## config.mk

```make
export PLATFORM = sky130hd
export DESIGN_NAME = mem_write
export DESIGN_NICKNAME = d
export VERILOG_FILES = /design/src/rtl/mem_write.sv
export SDC_FILE = /design/constraint.sdc
export NUM_CORES = 1
export LEC_CHECK = 0
export CAP_MARGIN = 20
export CORE_MARGIN = 4
export CORE_UTILIZATION = 30
export CTS_CLUSTER_SIZE = 20
export DETAILED_ROUTE_END_ITERATION = 16
export PLACE_DENSITY = 0.46
export SETUP_SLACK_MARGIN = 0.05
export SKIP_CTS_REPAIR_TIMING = 1
export SLEW_MARGIN = 20
export SYNTH_ARGS = -nofsm -noshare
export SYNTH_HDL_FRONTEND = slang
export SYNTH_SLANG_ARGS = --single-unit
```

## constraint.sdc

```tcl
create_clock -name clk -period 5.15 [get_ports clk]
set_clock_uncertainty 0.15 [all_clocks]
set_input_delay 1.2875 -clock clk [delete_from_list [all_inputs] [get_ports clk]]
set_output_delay 1.2875 -clock clk [all_outputs]
set_load 0.02 [all_outputs]
```

## src/rtl/mem_write.sv

```systemverilog
// ---------------------------------------------------------------------------
// mem_write -- SPI (mode 0) page-program style write master.
//
// On a start request in IDLE it latches the address, data and size, then
// serialises command 0x02, a 24-bit address (MSB byte first) and 1, 2 or 4
// data bytes (little-endian byte order, each byte MSB first). sclk runs at
// clk/2. mosi only changes on the edge that drives sclk low. One extra cycle
// of chip-select hold follows the last bit, then write_done is raised. It
// stays high until start_write is seen low.
//
// Ports
//   clk            in   system clock, rising edge
//   rst_n          in   synchronous active-low reset
//   start_write    in   level request, sampled in IDLE
//   target_address in   [23:0] byte address, latched at start
//   write_data     in   [31:0] store data, latched at start (byte 0 = [7:0])
//   write_size     in   [1:0] 00 = 1 byte, 01 = 2 bytes, 1x = 4 bytes
//   write_done     out  completion flag
//   busy           out  transaction in progress
//   sclk           out  SPI clock
//   mosi           out  SPI data out
//   cs             out  SPI chip select, active-low
// ---------------------------------------------------------------------------
module mem_write (
    input  logic        clk,
    input  logic        rst_n,
    input  logic        start_write,
    input  logic [23:0] target_address,
    input  logic [31:0] write_data,
    input  logic [1:0]  write_size,
    output logic        write_done,
    output logic        busy,
    output logic        sclk,
    output logic        mosi,
    output logic        cs
);

    typedef enum logic [1:0] {
        IDLE   = 2'd0,
        SHIFT  = 2'd1,
        FINISH = 2'd2,
        DONE   = 2'd3
    } state_t;

    // Index of the final bit in the stream: 32 + 8*N - 1.
    localparam logic [6:0] LAST_BYTE = 7'd39;
    localparam logic [6:0] LAST_HALF = 7'd47;
    localparam logic [6:0] LAST_WORD = 7'd63;

    state_t      state_q,    state_d;
    logic [6:0]  bit_cnt_q,  bit_cnt_d;
    logic [6:0]  last_bit_q, last_bit_d;
    logic [63:0] shreg_q,    shreg_d;
    logic        cs_q,       cs_d;
    logic        sclk_q,     sclk_d;
    logic        mosi_q,     mosi_d;
    logic        busy_q,     busy_d;
    logic        done_q,     done_d;

    // Full stream, left-aligned so the current bit is always shreg[63].
    // Byte writes only ever shift out the first data byte.
    logic [63:0] load_vec;
    assign load_vec = {8'h02, target_address,
                       write_data[7:0],   write_data[15:8],
                       write_data[23:16], write_data[31:24]};

    always_comb begin
        // NOTE: every _d gets its hold value first, so no path through the
        // case below can leave one unassigned and infer a latch.
        state_d    = state_q;
        bit_cnt_d  = bit_cnt_q;
        last_bit_d = last_bit_q;
        shreg_d    = shreg_q;
        cs_d       = cs_q;
        sclk_d     = sclk_q;
        mosi_d     = mosi_q;
        busy_d     = busy_q;
        done_d     = done_q;

        unique case (state_q)
            IDLE: begin
                if (start_write) begin
                    shreg_d   = load_vec;
                    bit_cnt_d = 7'd0;
                    unique case (write_size)
                        2'b00:   last_bit_d = LAST_BYTE;
                        2'b01:   last_bit_d = LAST_HALF;
                        default: last_bit_d = LAST_WORD;
                    endcase
                    cs_d    = 1'b0;
                    sclk_d  = 1'b0;
                    mosi_d  = load_vec[63];
                    busy_d  = 1'b1;
                    state_d = SHIFT;
                end
            end

            SHIFT: begin
                if (!sclk_q) begin
                    // Low phase ends: raise sclk, mosi held.
                    sclk_d = 1'b1;
                end else if (bit_cnt_q == last_bit_q) begin
                    // Last high phase ends: sclk low, hold cs one more cycle.
                    sclk_d  = 1'b0;
                    state_d = FINISH;
                end else begin
                    // Falling sclk is the only point mosi advances.
                    sclk_d    = 1'b0;
                    bit_cnt_d = bit_cnt_q + 7'd1;
                    shreg_d   = {shreg_q[62:0], 1'b0};
                    mosi_d    = shreg_q[62];
                end
            end

            FINISH: begin
                cs_d    = 1'b1;
                sclk_d  = 1'b0;
                mosi_d  = 1'b0;
                busy_d  = 1'b0;
                done_d  = 1'b1;
                state_d = DONE;
            end

            DONE: begin
                // A held request keeps the flag up and cannot retrigger.
                if (!start_write) begin
                    done_d  = 1'b0;
                    state_d = IDLE;
                end
            end

            default: state_d = IDLE;
        endcase
    end

    always_ff @(posedge clk) begin
        if (!rst_n) begin
            state_q    <= IDLE;
            bit_cnt_q  <= 7'd0;
            last_bit_q <= LAST_WORD;
            shreg_q    <= 64'd0;
            cs_q       <= 1'b1;
            sclk_q     <= 1'b0;
            mosi_q     <= 1'b0;
            busy_q     <= 1'b0;
            done_q     <= 1'b0;
        end else begin
            // NOTE: non-blocking updates so every flop samples the values
            // from before this edge, regardless of statement order.
            state_q    <= state_d;
            bit_cnt_q  <= bit_cnt_d;
            last_bit_q <= last_bit_d;
            shreg_q    <= shreg_d;
            cs_q       <= cs_d;
            sclk_q     <= sclk_d;
            mosi_q     <= mosi_d;
            busy_q     <= busy_d;
            done_q     <= done_d;
        end
    end

    assign write_done = done_q;
    assign busy       = busy_q;
    assign sclk       = sclk_q;
    assign mosi       = mosi_q;
    assign cs         = cs_q;

endmodule

```

==> results.yml <==
detailed_routing:
  vias: 2963
  drc: 0
  drt-total-wl_um: 9320
  drtAntennaViolNets: 0
  wl_per_cell_um: 15.5
  drt-initial-drc-count: 171
  via_per_inst: 4.91
  firstDrtPassIters: 6
worst_setup_path:
  critPathMaxFanout: 62
  timing.rr.start: "state_q[1]"
  timing.reg2reg.setup_slack_ns: 2.35
  required_ns: 5.22
  endpoint: "bit_cnt_q[0]"
  crit_path_end_kind: "flop"
  crit_type: "in -> reg"
  crit_start: "start_write"
  arrival_ns: 3.32
  rr_worst_depth: 7
  r2r-end: "shreg_q[57]"
  critPathLaunchType: "primary input"
place:
  post-place-ws_ns: 1.54
  finalWeightedCongestion: 0.714
  port_buffers: 65
  dp.final_hpwl_um: 5540
  dp_cells: 586
finish:
  instances_no_fill: 603
  layout-drive-gt1-share_pct: 20.0
  nets: 492
  antenna_cells: 0
  syn_to_final_growth_pct: 26.2
  final_common_cell: "dfxtp_1"
  mostFrequentLayoutCells: "dfxtp_1, clkdlybuf4s50_1, a21oi_1"
  fin_util_pct: 39.1
sta:
  max_freq_ghz: 0.308
  setup_viol_count_final: 0
  slew_violations: 0
  max_slew.worst_pin.slew_ns: 1.00
  max_slew_margin_pct: 33.1
  min_period_ns: 3.25
  fin_crit_sh_pct: 63.1
  fin_setup_tns_ns: 0
  hold_viol_final: 0
  setup_ws_ns: 1.90
  rsz0062_at_grt: "false"
yosys:
  ys_ff_latch: 79
  ys_types: 41
  syn-cell-area_sq_um: 3950
  synth.largest_area_cell: "dfxtp_1"
  yosys_warnings: 0
  syn_area_per_cell_sq_um: 10.4
  yosys-top-cells-area: "dfxtp_1, a211oi_2, mux2i_1, a21oi_1, buf_6"
  synth_flop_cell: "dfxtp_1"
  ys_seq_area_share_pct: 40.1
  netlist.area_leader.share_pct: 40.1
  syn_inst: 379
  synthArstFlopShare_pct: 0
  syn_nets: 445
  synth_edf_count: 0
floorplan:
  coreArea_sq_um: 12700
  ioPinCount: 66
  dieHeight_um: 123
  start_util_pct: 31.0
  die-area_sq_um: 15000
  die_x_um: 123
  fp-row-count: 41
worst_hold_path:
  hold_class: "reg -> reg"
power_and_ir_drop:
  pwr-share-comb_pct: 46.9
  p_leak_nw: 1.71
  power_frac_seq_pct: 31.9
  clkPwrFrac_pct: 21.3
  p_switching_w: 0.00109
  power.share.switching_pct: 39.1
  power.density_nw_per_um2: 562
  power.internal_w: 0.00170
  peakVddDrop_uv: 257
global_routing:
  grt_antenna_before_repair: 0
  grt_overflow: 0
  grt_pass1_vias: 3086
  grt_usage_pct: 12.8
  grt_max_degree: 65
  grt_pass1_wl_um: 15300
cts:
  cts_buffer_depth: 2
  clk_pin_slew_worst_paths_ns: 0.06
  cts_max_level: 3
  cts_tree: "built"
  clock_latency_ns: 0.33
  clock_sinks: 79
  cts-buffers-inserted: 9
  clockRootBuffer: "clkbuf_16"
run:
  max_cap_violations: 0
status:
  outcome: "finished, final reports clean"
==> cell type report <==
class                      count  area (sq um)
clock buffer                  12           256
fill                        1323          7740
tap                          172           215
inverter                       6          23.8
clock inverter                 4          20.0
multi-input combinational    259          2160
sequential                    79          1580
timing repair buffer          71           721
==> per-layer routing <==
layer / global-route usage (%) / wire length [um]
met5: 0 / 0
met1: 17.8 / 4670
met3: 3.18 / 415
met4: 3.36 / 29
met2: 19.7 / 4200
==> worst max-delay path: stages <==
cell and delay (ns):
clkdlybuf4s50_1 0.61, nor2b_2 0.11, nor3_4 0.20, buf_4 0.59, a21oi_1 0.22, mux2_2 0.29
==> cells in the mapped netlist, types with 3 or more instances <==
library cell,number
nor2_1,6
inv_1,5
mux2i_1,57
nand2_1,20
o21ai_0,7
ha_1,5
o22ai_1,4
a32o_1,3
dfxtp_1,79
buf_2,8
nor3_1,3
clkbuf_1,17
a21oi_1,61
nand3_1,7
buf_6,8
a211oi_2,55
==> worst min path at each step <==
stage	from	cells past startpoint	slack [ns]	endpoint
after floorplan	shreg_q[56]	1	0.29	shreg_q[56]
after global placement	shreg_q[57]	2	0.31	shreg_q[58]
after detailed placement	write_done	2	0.32	write_done
after CTS	shreg_q[57]	2	0.33	shreg_q[58]
after global routing	shreg_q[57]	2	0.35	shreg_q[58]
final	shreg_q[57]	2	0.32	shreg_q[58]
==> kinds of logic after synthesis <==
kind of cell	share of synthesized area [%]
mux	14.7
buf+inv	5.68
simple gates	6.79
compound gates	30.7
xor+xnor	0.444
fa+ha+maj	1.59
flops	40.1
==> sequential cells by signal, indices dropped and copies added, names as in the netlist <==
register,cells
busy,1
state_q,2
bit_cnt_q,7
shreg_q,63
last_bit_q,2
mosi,1
write_done,1
cs,1
sclk,1
==> power by group through the flow <==
stage          logic, W  registers, W  clock network (W)
2_1_floorplan   0.00116      0.000889                  0
3_3_place_gp    0.00131      0.000902                  0
3_5_place_dp    0.00133      0.000904                  0
4_1_cts         0.00133      0.000892           0.000617
5_1_grt         0.00145      0.000915           0.000640
6_report        0.00131      0.000891           0.000595
==> metrics by stage <==
stage / area [sq um] / hold slack, ns / power (W)
after global placement: 4680 / 0.314 / 0.00221
after detailed placement: 4680 / 0.321 / 0.00223
after global routing: 4980 / 0.353 / 0.00300
after floorplan: 3950 / 0.293 / 0.00204
after CTS: 4960 / 0.329 / 0.00284
final: 4980 / 0.324 / 0.00280
Power figures use the tool's default switching activity.
